<file path="src/rtl/counter_sequencer.sv">
// Run/hold/clear sequencer for a decade counter: prescaled enable, terminal detect, dwell.
// Define COUNTER_SEQUENCER_WRAPCNT_EN to add the saturating 8-bit wraps output.
module counter_sequencer #(
  parameter int WIDTH   = 8,
  parameter int TOP     = 9,
  parameter int HOLD    = 3,
  parameter int PRESC_W = 4
) (
  input  logic               clk,
  input  logic               rst,
  input  logic               start,
  input  logic               stop,
  input  logic [PRESC_W-1:0] presc,
  input  logic [WIDTH-1:0]   count,
  output logic               cnt_en,
  output logic               cnt_rst,
  output logic               busy,
  output logic [1:0]         state,
  output logic               wrap
`ifdef COUNTER_SEQUENCER_WRAPCNT_EN
  ,
  output logic [7:0]         wraps
`endif
);

  localparam int DW = (HOLD > 1) ? $clog2(HOLD) : 1;
  localparam logic [DW-1:0] DWELL_INIT = DW'(HOLD - 1);
  localparam logic [WIDTH-1:0] TOP_V = WIDTH'(TOP);

  typedef enum logic [1:0] {
    S_IDLE  = 2'b00,
    S_RUN   = 2'b01,
    S_HOLD  = 2'b10,
    S_CLEAR = 2'b11
  } state_t;

  state_t             r_state;
  logic [PRESC_W-1:0] r_pre;
  logic [DW-1:0]      r_dwell;
  logic               r_stop_pend;

  logic w_terminal;
  logic w_pre_hit;
  logic w_start_ok;
  logic w_in_run;
  logic w_in_clear;

  // Anything at or beyond TOP counts as terminal.
  assign w_terminal = (count >= TOP_V);
  assign w_pre_hit  = (r_pre >= presc);
  assign w_start_ok = start & ~stop;
  assign w_in_run   = (r_state == S_RUN);
  assign w_in_clear = (r_state == S_CLEAR);

  always_ff @(posedge clk or posedge rst) begin
    if (rst) begin
      r_state     <= S_IDLE;
      r_pre       <= '0;
      r_dwell     <= '0;
      r_stop_pend <= 1'b0;
    end else begin
      unique case (r_state)
        S_IDLE: begin
          if (w_start_ok) begin
            r_state <= S_RUN;
            r_pre   <= '0;
          end
        end
        S_RUN: begin
          r_pre <= w_pre_hit ? '0 : r_pre + 1'b1;
          if (stop) begin
            r_state     <= S_CLEAR;
            r_stop_pend <= 1'b1;
          end else if (w_terminal) begin
            r_state <= S_HOLD;
            r_dwell <= DWELL_INIT;
          end
        end
        S_HOLD: begin
          if (stop) begin
            r_state     <= S_CLEAR;
            r_stop_pend <= 1'b1;
          end else if (r_dwell == '0) begin
            r_state <= S_CLEAR;
          end else begin
            r_dwell <= r_dwell - 1'b1;
          end
        end
        S_CLEAR: begin
          r_stop_pend <= 1'b0;
          if (r_stop_pend | stop) begin
            r_state <= S_IDLE;
          end else begin
            r_state <= S_RUN;
            r_pre   <= '0;
          end
        end
        default: begin
          r_state <= S_IDLE;
        end
      endcase
    end
  end

  assign state   = r_state;
  assign busy    = (r_state != S_IDLE);
  assign cnt_rst = w_in_clear;
  assign wrap    = w_in_clear & ~r_stop_pend;
  assign cnt_en  = w_in_run & w_pre_hit & ~w_terminal & ~stop;

`ifdef COUNTER_SEQUENCER_WRAPCNT_EN
  logic [7:0] r_wraps;

  always_ff @(posedge clk or posedge rst) begin
    if (rst) begin
      r_wraps <= '0;
    end else if ((r_state == S_IDLE) && w_start_ok) begin
      r_wraps <= '0;
    end else if (wrap && (r_wraps != 8'hFF)) begin
      r_wraps <= r_wraps + 8'd1;
    end
  end

  assign wraps = r_wraps;
`endif

endmodule
</file>
<file path="config.mk">
export PLATFORM = sky130hd
export DESIGN_NAME = counter_sequencer
export DESIGN_NICKNAME = d
export VERILOG_FILES = /design/src/rtl/counter_sequencer.sv
export SDC_FILE = /design/constraint.sdc
export NUM_CORES = 1
export LEC_CHECK = 0
export ABC_AREA = 1
export CORE_MARGIN = 5
export CORE_UTILIZATION = 47
export DETAILED_ROUTE_END_ITERATION = 10
export GPL_ROUTABILITY_DRIVEN = 0
export PLACE_DENSITY = 0.82
export SLEW_MARGIN = 40
export SYNTH_ARGS = -nofsm -noshare
export SYNTH_HDL_FRONTEND = slang
export SYNTH_SLANG_ARGS = --single-unit
</file>
<file path="constraint.sdc">
create_clock -name clk -period 1.88 [get_ports clk]
set_input_delay 0.188 -clock clk [delete_from_list [all_inputs] [get_ports clk]]
set_output_delay 0.188 -clock clk [all_outputs]
set_load 0.01 [all_outputs]
</file>
Word-level counts from Yosys, hierarchy flattened
Cells that the tools add are included.

Bits in registers: 9.

Eq/ne operators: 12. Bitwise operators: 9. Add/subtract/negate cells: 2. Reductions and logical operators: 11. $lt $le $gt $ge: 2. Mux-type cells: 17.

Operators by type and width (number): $mux 2 (8); $mux 4 (3); $ne 2x2->1 const B (6); $pmux 4 s3 (1); $ge 8x4->1 const B (1); $pmux 2 s4 (1); $ne 3x3->1 const B (2); $reduce_and 3->1 (2); $reduce_bool 2->1 (3); $and 1x1->1 (5); $reduce_and 5->1 (1); $add 4x1->4 const B (1); $eq 2x2->1 const B (2); $ge 4x4->1 (1); $logic_not 2->1 (2); $pmux 2 s2 (1); $not 1->1 (3); $reduce_bool 3->1 (1); $eq 2x1->1 const B (1); $mux 1 (2); $ne 2x1->1 const B (1); $pmux 1 s2 (1); $reduce_and 2->1 (1); $reduce_or 2->1 (1); other kinds (2) (2).

Logic depth before layout (Yosys ltp)
Depth in word-level cells: 4. Gate-level depth with buffers: 10. Depth with buffers taken out: 10.

Worst setup path before layout
OpenSTA, ideal clock, no wires.

Path type: register -> output. Start: register r_state[1] (netlist: state[1]). End: output cnt_en. Setup slack: 0.439 ns. Cell stages (with the launch flop): 7. Arrival time: 1.253 ns. Data required time: 1.692 ns. Buffers on the path: 0. Cell sequence: dfrtp_1 > inv_1 > ha_1 > nand2_1 > nor2_1 > nand3_1 > nor2_1.

Longest elaborated chain between the ends: 4.

RTL lines: from (decl) (line 37) `state_t r_state;`; from (signal assigned) (line 57) `r_state <= S_IDLE;`; from (signal assigned) (line 65) `r_state <= S_RUN;`; from (signal assigned) (line 72) `r_state <= S_CLEAR;`; $eq 2x1->1 (line 52) `assign w_in_run = (r_state == S_RUN);`; $and 1x1->1 (3 in a row) (line 109) `assign cnt_en = w_in_run & w_pre_hit & ~w_terminal & ~stop;`; to (decl) (line 15) `output logic cnt_en,`.

Every way passes these cells.

Final worst setup path
Start: input presc[3]. End: output cnt_en.

Longest elaborated chain between the ends: 4.

RTL lines: from (decl) (line 13) `input logic [PRESC_W-1:0] presc,`; $ge 4x4->1 (line 50) `assign w_pre_hit = (r_pre >= presc);`; $and 1x1->1 (3 in a row) (line 109).

Every way passes these cells.

==> out/qor.yml <==
status: "completed"
synthAdderAreaFrac_pct: 17.2
antenna_left: 0
grt_max_degree: 10
netlist_area_sq_um: 802
yosys_warnings: 0
relSlewSlack_pct: 75.2
power_density_nw_per_um2: 1220
clkLatencyLatePin_ns: 0.27
synth_nets: 146
cts-root-buf: "clkbuf_4"
synth_compound_area_share_pct: 8.58
cp_data_arrival_time_ns: 1.57
startpoint_type: "primary input"
crit_type: "primary input to output pin"
synthCells: 119
final_nets: 183
die_area_sq_um: 2630
wire_per_inst_um: 10.7
r2r-start: "state[1]$_DFFE_PP0P_"
power_leakage_nw: 0.653
grt_setup_unrepaired: "false"
path_clk_slew_ns: 0.06
max_freq_ghz: 0.567
n_antenna_cell: 0
grt_pass1_wl_mm: 3.17
worstMarginPinSlew_ns: 0.372
track_usage_pct: 16.0
synth-xor-area-share_pct: 0
hold_viol: 0
drv_slew: 0
finalCriticalPeriod_ns: 1.76
wl_mm: 1.85
pin_count: 22
cts_buffers: 3
synth.distinct_cells: 18
p_total_mw: 1.40
first_global_vias: 832
setup_viol: 0
ys_top_cells_by_area: "dfrtp_1, nand2_1, ha_1"
ir_drop_mv: 0.735
maxCapViolCount: 0
end_kind: "output pin"
antenna_found_initial: 0
viasPerCell: 4.87
synthToLayoutAreaGrowth_pct: 43.1
crit_fanout: 2
drt_iter0_markers: 11
synth-simple-area-share_pct: 33.5
initial_core_util_pct: 48.0
ctsHoldBuffers: 0
crit_required_ns: 1.69
synth-seq-cells: 9
ctsHtreeMaxLevel: 1
core_area_sq_um: 1670
cts_tree: "built"
vias: 837
yosys-mux-area-fraction_pct: 0
io_buffers: 21
synth_top_area_cell: "dfrtp_1"
fin_worst_skew_ns: 0.000446
finalCritPeriodShare_pct: 93.8
fp.dieW_um: 51.3
clock_sinks: 9
seq_area_frac_synth_pct: 28.1
final_core_util_pct: 68.7
die_y_um: 51.3
first_pass_iters: 4
synth_top_area_share_pct: 28.1
row_count: 15
synth_top_family_by_area: "simple AND/OR/NAND/NOR gates"
place_hpwl_mm: 1.56
hold_path.class: "primary input to asynchronous set/reset pin"
drive_gt1_share_pct: 18.1
startpoint: "presc[3]"
drc_errors: 0
clockBufferDepth: 2
syn_area_per_cell_sq_um: 6.74
grt_overflow_total: 0
cell type report:
type | count | area [sq um]
Timing Repair Buffer | 32 | 289
Clock buffer | 4 | 26.3
Fill cell | 154 | 523
Multi-Input combinational cell | 83 | 484
Inverter | 27 | 101
Tap cell | 17 | 21.3
Sequential cell | 9 | 225
Yosys cell counts (all sizes together):
| library cell | instances |
|---|---|
| nand2 | 40 |
| inv | 27 |
| nor2 | 12 |
| ha | 11 |
| dfrtp | 9 |
| nand3 | 7 |
| a21oi | 4 |
| nand4 | 2 |
| o21ai | 2 |
| o21bai | 2 |
| o211ai | 1 |
| o31ai | 1 |
| or2 | 1 |
layout by cell type, fill, tap and decap left out, drive strengths merged:
master and instances:
dlymetal6s2s 1, nand3 7, clkdlybuf4s50 18, o31ai 1
inv 27, nand4 2, o21bai 2, a21oi 4
dlygate4sd2 1, or2 1, clkbuf 5, o211ai 1
nor2 12, buf 11, ha 11, nand2 40
dfrtp 9, o21ai 2
sequential cells by signal (all words and copies together) (netlist names):
register     cells
r_pre            4
r_dwell          2
state            2
r_stop_pend      1
worst max-delay path: stages:
cell and delay, ns:
clkdlybuf4s50_1 0.45, inv_1 0.04, ha_1 0.31, nand2_1 0.10, inv_2 0.04, nand2_1 0.07, nand2_1 0.09, nor2_4 0.13
nor2_1 0.04, clkbuf_2 0.12
cell families (layout without fill, tap and decap cells):
group | Yosys count | in the layout
AND/OR/NAND/NOR | 62 | 62
buffers and inverters | 27 | 63
AO/OA/AOI/OAI | 10 | 10
flip-flops | 9 | 9
adder cells (fa/ha/maj) | 11 | 11
stage by stage:
| step | std cells | setup slack [ns] | TNS, ns | area (sq um) | hold slack (ns) |
|---|---|---|---|---|---|
| final | 172 | 0.117 | 0 | 1150 | 0.187 |
| after global routing | 172 | 0.0320 | 0 | 1150 | 0.203 |
| after CTS | 172 | 0.0143 | 0 | 1150 | 0.198 |
| after detailed placement | 167 | -0.264 | -0.264 | 1110 | 0.467 |
| after global placement | 167 | -0.233 | -0.233 | 1110 | 0.455 |
| after floorplan | 119 | 0.439 | 0 | 802 | 0.0159 |
what timing repair did:
action | 4_1_cts | 5_1_grt
pin swaps | 1 | 0
setup endpoints to repair | 2 | 2
setup buffers | 1 | 0
gates resized for setup | 5 | 2
path summary, 6_finish.rpt:
kind | to | slack (ns) | cells past startpoint
worst max register to register | r_dwell[1]$_DFFE_PP0P_ | 0.40 | 8
worst max-delay path | cnt_en | 0.12 | 10
min in group clk | r_dwell[1]$_DFFE_PP0P_ | 0.48 | 2
worst min register to register | r_dwell[1]$_DFFE_PP0P_ | 0.48 | 2
max in group asynchronous | state[0]$_DFFE_PP0P_ | 1.43 | 2
worst min-delay path | r_pre[2]$_DFFE_PP0P_ | 0.19 | 2
per-layer routing:
layer | vias to the layer above | track usage [%] | wire (um)
met5 | - | 0 | 0
met2 | 20 | 30.0 | 992
li1 | 435 | - | -
met3 | 2 | 3.79 | 99
met1 | 380 | 16.4 | 725
met4 | 0 | 7.42 | 29
power breakdown:
group,switching (mW),total (mW),internal [mW]
combinational,0.506,0.930,0.424
clock,0.0745,0.157,0.0823
sequential,0.0428,0.310,0.267
Note: power is estimated with default switching activity, not from simulation.
